## src/rtl/muldiv_ctrl_pkg.sv

```systemverilog
// Shared encodings for the EX-stage multiply/divide sequencer and the decoder
// that feeds it: request op codes, FSM states and the divide-by-zero result.
package muldiv_ctrl_pkg;

    localparam logic [2:0] MULDIV_OP_MULT  = 3'd0;
    localparam logic [2:0] MULDIV_OP_MULTU = 3'd1;
    localparam logic [2:0] MULDIV_OP_DIV   = 3'd2;
    localparam logic [2:0] MULDIV_OP_DIVU  = 3'd3;
    localparam logic [2:0] MULDIV_OP_MTHI  = 3'd4;
    localparam logic [2:0] MULDIV_OP_MTLO  = 3'd5;

    typedef enum logic [1:0] {
        MD_IDLE = 2'd0,
        MD_MUL  = 2'd1,
        MD_DIV  = 2'd2,
        MD_DONE = 2'd3
    } md_state_e;

    // Divide by zero never reaches the divider: HI keeps the dividend and
    // LO reads all ones, matching what the iterative divider would produce.
    function automatic logic [63:0] div_zero_result(input logic [31:0] dividend);
        return {dividend, 32'hFFFF_FFFF};
    endfunction

endpackage

```

## src/rtl/muldiv_ctrl.sv

```systemverilog
// EX-stage multiply/divide sequencer. Registers operands for the external
// pipelined multiplier and iterative divider, stalls IF..EX while an
// operation is in flight, and emits exactly one HI/LO write per committed op.
module muldiv_ctrl
    import muldiv_ctrl_pkg::*;
#(
    parameter int MUL_LAT = 2
) (
    input  logic        clk,
    input  logic        rst,
    input  logic        req_valid,
    input  logic [2:0]  req_op,
    input  logic [31:0] src_a,
    input  logic [31:0] src_b,
    input  logic        flushE,
    input  logic [63:0] hilo_q,
    output logic [31:0] op_a,
    output logic [31:0] op_b,
    output logic        op_signed,
    input  logic [63:0] mul_result,
    output logic        div_start,
    output logic        div_cancel,
    input  logic [63:0] div_result,
    input  logic        div_ready,
    output logic        stall,
    output logic        busy,
    output logic        hilo_we,
    output logic [63:0] hilo_wdata
);

    // Wide enough to hold MUL_LAT itself so the terminal compare is exact.
    localparam int CNT_W = (MUL_LAT < 2) ? 1 : $clog2(MUL_LAT + 1);
    localparam logic [CNT_W-1:0] CNT_LAST = CNT_W'(MUL_LAT);
    localparam logic [CNT_W-1:0] CNT_ONE  = CNT_W'(1);

    md_state_e       state_q, state_d;
    logic [CNT_W-1:0] cnt_q, cnt_d;
    logic [31:0]     op_a_q, op_a_d;
    logic [31:0]     op_b_q, op_b_d;
    logic            op_signed_q, op_signed_d;
    logic            div_start_q, div_start_d;
    logic            div_cancel_q, div_cancel_d;
    logic [63:0]     result_q, result_d;

    logic            stall_c;
    logic            hilo_we_c;
    logic [63:0]     hilo_wdata_c;

    // Next-state, operand capture and the combinational stall/write strobes.
    always_comb begin
        state_d      = state_q;
        cnt_d        = cnt_q;
        op_a_d       = op_a_q;
        op_b_d       = op_b_q;
        op_signed_d  = op_signed_q;
        div_start_d  = 1'b0;
        div_cancel_d = 1'b0;
        result_d     = result_q;
        stall_c      = 1'b0;
        hilo_we_c    = 1'b0;
        hilo_wdata_c = 64'd0;

        case (state_q)
            MD_IDLE: begin
                if (req_valid && !flushE) begin
                    case (req_op)
                        MULDIV_OP_MTHI: begin
                            hilo_we_c    = 1'b1;
                            hilo_wdata_c = {src_a, hilo_q[31:0]};
                        end
                        MULDIV_OP_MTLO: begin
                            hilo_we_c    = 1'b1;
                            hilo_wdata_c = {hilo_q[63:32], src_a};
                        end
                        MULDIV_OP_MULT, MULDIV_OP_MULTU: begin
                            op_a_d      = src_a;
                            op_b_d      = src_b;
                            op_signed_d = (req_op == MULDIV_OP_MULT);
                            cnt_d       = CNT_ONE;
                            state_d     = MD_MUL;
                            stall_c     = 1'b1;
                        end
                        MULDIV_OP_DIV, MULDIV_OP_DIVU: begin
                            stall_c = 1'b1;
                            if (src_b != 32'd0) begin
                                op_a_d      = src_a;
                                op_b_d      = src_b;
                                op_signed_d = (req_op == MULDIV_OP_DIV);
                                div_start_d = 1'b1;
                                state_d     = MD_DIV;
                            end else begin
                                result_d = div_zero_result(src_a);
                                state_d  = MD_DONE;
                            end
                        end
                        default: begin
                        end
                    endcase
                end
            end

            MD_MUL: begin
                if (flushE) begin
                    cnt_d   = '0;
                    state_d = MD_IDLE;
                end else begin
                    stall_c = 1'b1;
                    if (cnt_q == CNT_LAST) begin
                        result_d = mul_result;
                        cnt_d    = '0;
                        state_d  = MD_DONE;
                    end else begin
                        cnt_d = cnt_q + CNT_ONE;
                    end
                end
            end

            MD_DIV: begin
                // A flush beats a same-cycle div_ready: the result is dropped.
                if (flushE) begin
                    div_cancel_d = 1'b1;
                    state_d      = MD_IDLE;
                end else begin
                    stall_c = 1'b1;
                    if (div_ready) begin
                        result_d = div_result;
                        state_d  = MD_DONE;
                    end
                end
            end

            MD_DONE: begin
                // EX advances this cycle; the new instruction is seen next cycle.
                state_d = MD_IDLE;
                if (!flushE) begin
                    hilo_we_c    = 1'b1;
                    hilo_wdata_c = result_q;
                end
            end

            default: begin
                state_d = MD_IDLE;
            end
        endcase
    end

    // FSM state, latency counter and all registered outputs.
    always_ff @(posedge clk or negedge rst) begin
        if (!rst) begin
            state_q      <= MD_IDLE;
            cnt_q        <= '0;
            op_a_q       <= 32'd0;
            op_b_q       <= 32'd0;
            op_signed_q  <= 1'b0;
            div_start_q  <= 1'b0;
            div_cancel_q <= 1'b0;
            result_q     <= 64'd0;
        end else begin
            state_q      <= state_d;
            cnt_q        <= cnt_d;
            op_a_q       <= op_a_d;
            op_b_q       <= op_b_d;
            op_signed_q  <= op_signed_d;
            div_start_q  <= div_start_d;
            div_cancel_q <= div_cancel_d;
            result_q     <= result_d;
        end
    end

    assign op_a       = op_a_q;
    assign op_b       = op_b_q;
    assign op_signed  = op_signed_q;
    assign div_start  = div_start_q;
    assign div_cancel = div_cancel_q;
    assign stall      = stall_c;
    assign busy       = (state_q != MD_IDLE);
    assign hilo_we    = hilo_we_c;
    assign hilo_wdata = hilo_wdata_c;

endmodule

```

## config.mk

```make
export PLATFORM = sky130hd
export DESIGN_NAME = muldiv_ctrl
export DESIGN_NICKNAME = d
export VERILOG_FILES = /design/src/rtl/muldiv_ctrl_pkg.sv /design/src/rtl/muldiv_ctrl.sv
export SDC_FILE = /design/constraint.sdc
export NUM_CORES = 1
export LEC_CHECK = 0
export CAP_MARGIN = 5
export CORE_AREA = 4 4 151 153
export DETAILED_ROUTE_END_ITERATION = 12
export DIE_AREA = 0 0 155 157
export PLACE_DENSITY = 0.74
export SKIP_CTS_REPAIR_TIMING = 1
export SLEW_MARGIN = 20
export SYNTH_ARGS = -nofsm -noshare
export SYNTH_HDL_FRONTEND = slang
export SYNTH_SLANG_ARGS = --single-unit
```

## constraint.sdc

```tcl
create_clock -name clk -period 3.14 [get_ports clk]
set_input_delay 0.628 -clock clk [delete_from_list [all_inputs] [get_ports clk]]
set_output_delay 0.628 -clock clk [all_outputs]
set_load 0.005 [all_outputs]
```

; After elaboration in Yosys (flattened, before gate mapping)
; Cells that the tools add are included.
[word_totals]
mem_bits_rw = 0
latch_bits = 0
elab_cells = 92
reg_bits = 135
input_bits = 264
memories = 0
mem_bits_ro = 0
[classes]
eq_ne = 21
n_div = 0
addsub = 1
n_mul = 0
reduce_logical = 18
n_bitwise = 0
n_lt_le_gt_ge = 0
muxes = 44
shift = 0
[op_table]
columns = cell, n
row1 = two-way mux 64 bit, 9
row2 = case mux 64 bit (2 select lines), 2
row3 = case mux 64 bit (3 select lines), 1
row4 = case mux 32 bit (2 select lines), 2
row5 = two-way mux 32 bit, 2
row6 = nonzero test 32 bit, 1
row7 = two-way mux 2 bit, 9
row8 = "inequality test 2 bit, second input constant", 7
row9 = two-way mux 1 bit, 13
row10 = case mux 2 bit (2 select lines), 2
row11 = case mux 2 bit (4 select lines), 1
row12 = AND reduction 4 bit, 2
row13 = AND reduction 8 bit, 1
row14 = OR reduction 2 bit, 4
row15 = "== test 2 bit, second input constant", 3
row16 = "== test 3 x 2 -> 1 bit, second input constant", 2
row17 = "== test 3 bit, second input constant", 2
row18 = "inequality test 3 bit, second input constant", 2
row19 = case mux 1 bit (2 select lines), 3
row20 = nonzero test 2 bit, 3
row21 = "inequality test 2 x 1 -> 1 bit, second input constant", 2
row22 = OR reduction 4 bit, 1
row23 = "== test 3 x 1 -> 1 bit, second input constant", 1
row24 = logical NOT 3 bit, 1
row25 = other kinds (8), 8

; Logic depth before layout (Yosys ltp)
; Gate-level depths: netlist of the first run.
[logic_depth]
ltp_word = 5
depth_mapped = 9
ltp_nobuf = 7

; Worst setup path after synthesis of the first run
; Ideal clock, no wire load.
[synth_path]
path_kind = reg-to-output
from = reg state_q[0]
to = out hilo_wdata[10]
n_path_buf = 2
arrival_ps = 1915
stages_incl_launch_ff = 10
required_time_ps = 2512
slack_ps = 597
path_cell_list = dfrtp_1 inv_1 ha_1 inv_1 or2_2 nor2_1 buf_2 buf_1 a22oi_1 nor2_1
[synth_via]
elab_chain_cells = 2
word_cells_on_any_way = 3
[synth_rtl]
columns = item, line
row1 = "start, declared", muldiv_ctrl.sv:36  ; md_state_e state_q, state_d;
row2 = "start signal, assigned", muldiv_ctrl.sv:159  ; state_q <= state_d;
row3 = == test 2 bit / logical NOT 2 bit (equally long branches), muldiv_ctrl.sv:63  ; case (state_q)
row4 = case mux 64 bit (2 select lines) (*), muldiv_ctrl.sv:63
row5 = "end, declared", muldiv_ctrl.sv:28  ; output logic [63:0] hilo_wdata
; Mark *: on every way between the ends. The rest lies on a longest branch, timed or not.

; Final worst setup path of the first run
[layout_path]
from = in flushE
to = out hilo_wdata[49]
[layout_via]
elab_chain_cells = 4
word_cells_on_any_way = 5
[layout_rtl]
columns = item, line
row1 = "start, declared", muldiv_ctrl.sv:15  ; input logic flushE,
row2 = logical NOT 1 bit, -
row3 = logical AND 1 bit, muldiv_ctrl.sv:65  ; if (req_valid && !flushE) begin
row4 = two-way mux 64 bit, muldiv_ctrl.sv:65
row5 = case mux 64 bit (2 select lines) (*), muldiv_ctrl.sv:63
; Marks and branches as above.

==> reports/results.txt, run 1 <==
status -> finished with violations
failing checks -> negative setup slack
via count -> 7,855
Clock Sinks -> 135
Lkg Pwr -> 0.00630 µW
1st-iter DRT viols -> 620
cell mode on critical path -> clkdlybuf4s50_1
Initial Util -> 0.357
router iterations before antenna repair -> 5
aggregate routed wire length -> 31,700 µm
length of routed met2 wiring -> 15,400 µm
PwrDens -> 870 nW/µm²
# fillers -> 1,757
number of global-route vias before repair -> 7,870
hold crit path type -> in -> async
CP startpoint -> flushE
Vias/cell -> 5.57
delay-heaviest family, CP -> buffers and inverters
# diodes -> 0
clk_lat worst skew -> 0.42 ns
CP bufs+invs -> 4
Detailed Place HPWL -> 22,500 µm
final hold slack -> 0.166 ns
CTS H-tree depth -> 4
max_slew headroom -> 0.590
Area growth, synth to finish -> 72.4%
EDFF count, synth -> 0
crit path cell chain -> clkdlybuf4s50_1 > nand2b_1 > or2_2 > nor2_4 > buf_4 > clkbuf_16 > a22oi_1 > nor2_1 > clkdlybuf4s50_1
Reg2Reg Launch Point -> state_q[1]$_DFFE_PN0P_
Avg WL per Cell -> 22.5 µm
Tcrit/Tclk final -> 1.06
max-cap viol count -> 0
Crit-path slowest cell -> clkdlybuf4s50_1
Final Non-Filler Cells -> 1,410
top_reg_cell synth -> dfrtp_1
CP arrival -> 2.71 ns
cells after synthesis -> 722
synthesized area -> 7700 µm²
Mean Syn Cell Area -> 10.7 µm²
Worst Tran Pin Value -> 0.615 ns
asr flop ratio synth -> 1.00
Crit path largest cell delay -> 0.51 ns
Post-DP Area -> 12,200 µm²
Layout Nets -> 1,386
io pins -> 398
Mapped Nets -> 991
minimum clock period -> 3.34 ns
worst vdd rail ir drop -> 496 µV
Crit. End Element -> primary output
largest area contributor in the netlist -> dfrtp_1
Synth top area share -> 0.439
largest cells by area after synthesis -> dfrtp_1, mux2_2, a22oi_1
cts bufs inserted -> 17
die area -> 24,300 µm²
Unique masters post-synth -> 30
Critical Path Fanout Max -> 15
Congestion Overflow GR -> 0
Util after Layout -> 0.616
Worst-path clk slew -> 0.07 ns
Peak Freq -> 0.299 GHz
setup TNS -> -0.199 ns
Metal-1 WL -> 12,600 µm
Seq/Total Area, Yosys -> 0.439
Max clock buf depth -> 2
Synth Register Bits -> 135
final setup vio count -> 1
clock tree root buffer cell -> clkbuf_16
Inst Count DP -> 1,359
DIE WIDTH -> 155 µm
metal3 WL -> 2990 µm
RSZ-0062 raised after global routing -> yes
layout cells sized above 1 -> 0.198
gr usage total -> 0.237
top routing layer used -> met4
CP startpoint kind -> primary input
path type of the worst setup path -> in -> out
Placer Congestion -> 0.871
antenna-violating nets left -> 0
Yosys warning count -> 0
Clock Skew -> 0.0131 ns
required time of the critical path -> 2.51 ns
largest net degree at the start of global routing -> 78
antenna violations before repair -> 0
# rows -> 54
worst setup margin -> -0.199 ns
max-slew violations -> 0
core area -> 21,600 µm²
drt drc -> 0
final instance area -> 13,300 µm²
final hold violation count -> 0
TritonCTS clock tree -> yes
IO buf count -> 397
Die Ht -> 157 µm
global-route wire length before repair -> 45,100 µm
[placed cells by master, fill, tap and decap left out, types with 2 or more instances in the layout]
cell               n
mux2_2           122
inv_1              4
nor2_1           103
buf_4             24
ha_1               2
clkinv_4           3
nand2_1            5
mux2_1             7
clkbuf_16         21
nand2b_1           4
a22oi_2            2
ha_2               2
a22o_1            64
o211ai_1           2
a22oi_1           96
inv_2              2
buf_12            21
clkdlybuf4s50_1  332
or2_2              2
a21oi_1           35
dfrtp_1          135
dlymetal6s2s_1    64
o2bb2ai_1          2
buf_6              2
clkinv_8           2
o21ai_0            6
a221o_1           32
nor2_4             3
nor4_1             8
inv_8              5
inv_6              4
[path summary, 6_finish.rpt]
path | to | slack (ns) | cells past startpoint
min reg2reg | op_b[15]$_DFFE_PN0P_ | 0.49 | 1
max in group asynchronous | op_a[31]$_DFFE_PN0P_ | 2.14 | 2
min | op_a[27]$_DFFE_PN0P_ | 0.17 | 1
min in group clk | op_b[15]$_DFFE_PN0P_ | 0.49 | 1
max reg2reg | op_a[31]$_DFFE_PN0P_ | 0.55 | 8
max | hilo_wdata[49] | -0.20 | 9
[final cells by class]
class,count,area (µm²),share of cell area
inverter,6,22.5,0.00170
clock inverter,15,180,0.0136
timing repair buffer,448,4860,0.366
sequential,135,3380,0.255
tap,280,350,0.0264
multi-input combinational,509,4060,0.305
clock buffer,17,425,0.0320
[Yosys cell counts (2+ instances only)]
cell / instances
inv_1: 6
ha_1: 5
o21ai_0: 6
or2_2: 2
a21oi_1: 36
a221o_1: 32
buf_2: 6
dfrtp_1: 135
nor2b_1: 2
nand2_1: 5
nand2b_1: 5
nor2_1: 106
o211ai_1: 2
buf_4: 2
mux2_1: 7
clkbuf_1: 48
mux2_2: 122
a22oi_1: 98
a22o_1: 64
buf_6: 6
o2bb2ai_1: 2
buf_1: 10
nor4_1: 8
[cell families (layout without fill, tap and decap cells)]
family                     Yosys count  in the layout  synth area share
adders and majority gates            5              5           0.00813
AOI/OAI and AO/OA                  242            242             0.244
buffers and inverters               78            486            0.0458
DFF                                135            135             0.439
muxes                              129            129             0.189
and+or+nand+nor                    133            133            0.0746
[routing by layer]
metal,global-route usage,vias up
met1,0.291,3857
li1,-,3554
met4,0.0723,0
met3,0.0786,49
met5,0,-
met2,0.398,395
[flip-flops by register name, indices dropped and copies added, names as in the netlist]
| name | flops |
|---|---|
| result_q | 64 |
| op_a | 32 |
| op_b | 32 |
| cnt_q | 2 |
| state_q | 2 |
| div_cancel | 1 |
| div_start | 1 |
| op_signed | 1 |
[where the power goes]
| part | internal, µW | switching, µW |
|---|---|---|
| Clock | 1150 | 920 |
| Combinational | 3460 | 2920 |
| Sequential | 2640 | 464 |
| Total | 7250 | 4300 |
[metrics by stage]
step | worst slack, ns | power, µW
finish | -0.199 | 11600
global route | -0.287 | 12300
CTS | -0.256 | 11600
detailed placement | -0.251 | 9440
global placement | -0.187 | 9300
floorplan | 0.597 | 6570
Note: power is estimated with default switching activity, not from simulation.
==> inputs of run 2 (changes only) <==
--- a/config.mk
+++ b/config.mk
@@ -10,8 +10,8 @@
 export DETAILED_ROUTE_END_ITERATION = 12
 export DIE_AREA = 0 0 155 157
 export PLACE_DENSITY = 0.74
+export RECOVER_POWER = 25
 export SKIP_CTS_REPAIR_TIMING = 1
-export SLEW_MARGIN = 20
 export SYNTH_ARGS = -nofsm -noshare
 export SYNTH_HDL_FRONTEND = slang
 export SYNTH_SLANG_ARGS = --single-unit
==> run 2 against run 1 <==
Largest cell class unchanged. Hold slack improved by 0.32 ns. Critical path type unchanged. Flip-flop and latch count is the same. Non-clock buffer count stayed put. Global-route usage stayed put. The run ends with max-capacitance violations, max-slew violations, negative setup slack left.
==> reports/results.txt, run 2 (synthesis gave the netlist of run 1 again) <==
Initial Util -> 0.357 (unchanged)
Critical Path Fanout Max -> 15 (unchanged)
final hold slack -> 0.488 ns (was 0.166 ns)
max-slew violations -> 60 (was 0)
CTS H-tree depth -> 4 (unchanged)
Worst-path clk slew -> 0.08 ns (was 0.07 ns)
hold crit path type -> reg -> reg (was in -> async)
Congestion Overflow GR -> 0 (unchanged)
IO buf count -> 397 (unchanged)
Clock Sinks -> 135 (unchanged)
clk_lat worst skew -> 0.42 ns (about the same)
1st-iter DRT viols -> 618 (was 620)
Placer Congestion -> 0.871 (unchanged)
minimum clock period -> 3.34 ns (about the same)
Layout Nets -> 1,386 (unchanged)
final setup vio count -> 1 (unchanged)
Post-DP Area -> 12,200 µm² (unchanged)
RSZ-0062 raised after global routing -> yes (unchanged)
path type of the worst setup path -> in -> out (unchanged)
DIE WIDTH -> 155 µm (unchanged)
Peak Freq -> 0.299 GHz (about the same)
number of global-route vias before repair -> 7,870 (unchanged)
required time of the critical path -> 2.51 ns (about the same)
Worst Tran Pin Value -> 1.55 ns (was 0.615 ns)
Max clock buf depth -> 2 (unchanged)
gr busiest metal -> met2 (unchanged)
layout cells sized above 1 -> 0.198 (unchanged)
# fillers -> 1,761 (was 1,757)
CP startpoint kind -> primary input (unchanged)
max_slew headroom -> -0.0351 (was 0.590)
# diodes -> 0 (unchanged)
io pins -> 398 (unchanged)
Vias/cell -> 5.57 (about the same)
antenna-violating nets left -> 0 (unchanged)
Avg WL per Cell -> 22.5 µm (about the same)
max-cap viol count -> 1 (was 0)
commonest non-fill, non-tap cell in the layout -> clkdlybuf4s50_1 (unchanged)
GR Util met2 -> 0.398 (unchanged)
Detailed Place HPWL -> 22,500 µm (unchanged)
PwrDens -> 872 nW/µm² (was 870 nW/µm²)
global-route wire length before repair -> 45,100 µm (unchanged)
final instance area -> 13,300 µm² (about the same)
largest net degree at the start of global routing -> 78 (unchanged)
max FFs per register -> 64 (unchanged)
antenna violations before repair -> 0 (unchanged)
via count -> 7,847 (was 7,855)
worst setup margin -> -0.199 ns (about the same)
Tcrit/Tclk final -> 1.06 (about the same)
cts bufs inserted -> 17 (unchanged)
worst vdd rail ir drop -> 496 µV (about the same)
router iterations before antenna repair -> 5 (unchanged)
# rows -> 54 (unchanged)
gr usage total -> 0.237 (unchanged)
clock tree root buffer cell -> clkbuf_16 (unchanged)
Die Ht -> 157 µm (unchanged)
Lkg Pwr -> 0.00629 µW (was 0.00630 µW)
die area -> 24,300 µm² (unchanged)
aggregate routed wire length -> 31,700 µm (about the same)
drt drc -> 0 (unchanged)
failing checks -> max-capacitance violations, max-slew violations, negative setup slack (was negative setup slack)
most frequent cells in the layout -> clkdlybuf4s50_1, dfrtp_1, mux2_2 (unchanged)
Area growth, synth to finish -> 72.2% (was 72.4%)
met1 Use GR -> 0.291 (unchanged)
status -> finished with violations (unchanged)
setup TNS -> -0.199 ns (about the same)
Crit. End Element -> primary output (unchanged)
Clock Skew -> 0.0131 ns (unchanged)
met3 GRT Util -> 0.0786 (unchanged)
Reg with most FFs -> result_q (unchanged)
Final Power -> 11,500 µW (was 11,600 µW)
TritonCTS clock tree -> yes (unchanged)
CP arrival -> 2.71 ns (about the same)
core area -> 21,600 µm² (unchanged)
final hold violation count -> 0 (unchanged)
## run 2: per-stage QoR
step	util	instances	setup WS [ns]
3_3_place_gp	0.568	1359	-0.187
3_5_place_dp	0.568	1359	-0.251
2_1_floorplan	-	722	0.597
4_1_cts	0.596	1391	-0.256
5_1_grt	0.615	1410	-0.287
6_report	0.615	1410	-0.199
## run 2: layout make-up
class / instances / area (µm²) / share of cell area
timing repair buffer: 448 / 4840 / 0.365
multi-input combinational: 509 / 4060 / 0.306
sequential: 135 / 3380 / 0.255
clock buffer: 17 / 425 / 0.0321
tap: 280 / 350 / 0.0264
clock inverter: 15 / 180 / 0.0136
inverter: 6 / 22.5 / 0.00170
## run 2: per-layer routing
layer  vias to the layer above  share of wire
met5                         -              0
met4                         0          0.024
met1                      3853           0.40
met2                       391           0.49
li1                       3554              -
met3                        49          0.095
## run 2: worst paths after layout
| path | startpoint | endpoint | slack (ns) | depth (start not counted) |
|---|---|---|---|---|
| worst max-delay path | flushE | hilo_wdata[49] | -0.20 | 9 |
| worst min-delay path | op_b[15]$_DFFE_PN0P_ | op_b[15]$_DFFE_PN0P_ | 0.49 | 1 |
| worst max register to register | state_q[1]$_DFFE_PN0P_ | op_a[31]$_DFFE_PN0P_ | 0.55 | 8 |
| worst min register to register | op_b[15]$_DFFE_PN0P_ | op_b[15]$_DFFE_PN0P_ | 0.49 | 1 |
| max in group asynchronous | rst | op_a[19]$_DFFE_PN0P_ | 0.51 | 2 |
| min in group asynchronous | rst | op_a[27]$_DFFE_PN0P_ | 0.57 | 1 |
## run 2: critical path, stage by stage
cell and delay [ns]:
clkdlybuf4s50_1 0.41, nand2b_1 0.16, or2_2 0.31, nor2_4 0.18
buf_4 0.17, clkbuf_16 0.17, a22oi_1 0.07, nor2_1 0.09
clkdlybuf4s50_1 0.51
## run 2: power breakdown
part	internal (µW)	leakage [µW]	switching, µW
Sequential	2640	0.00161	464
Clock	1150	0.000298	919
Combinational	3460	0.00439	2920
Total	7250	0.00629	4300
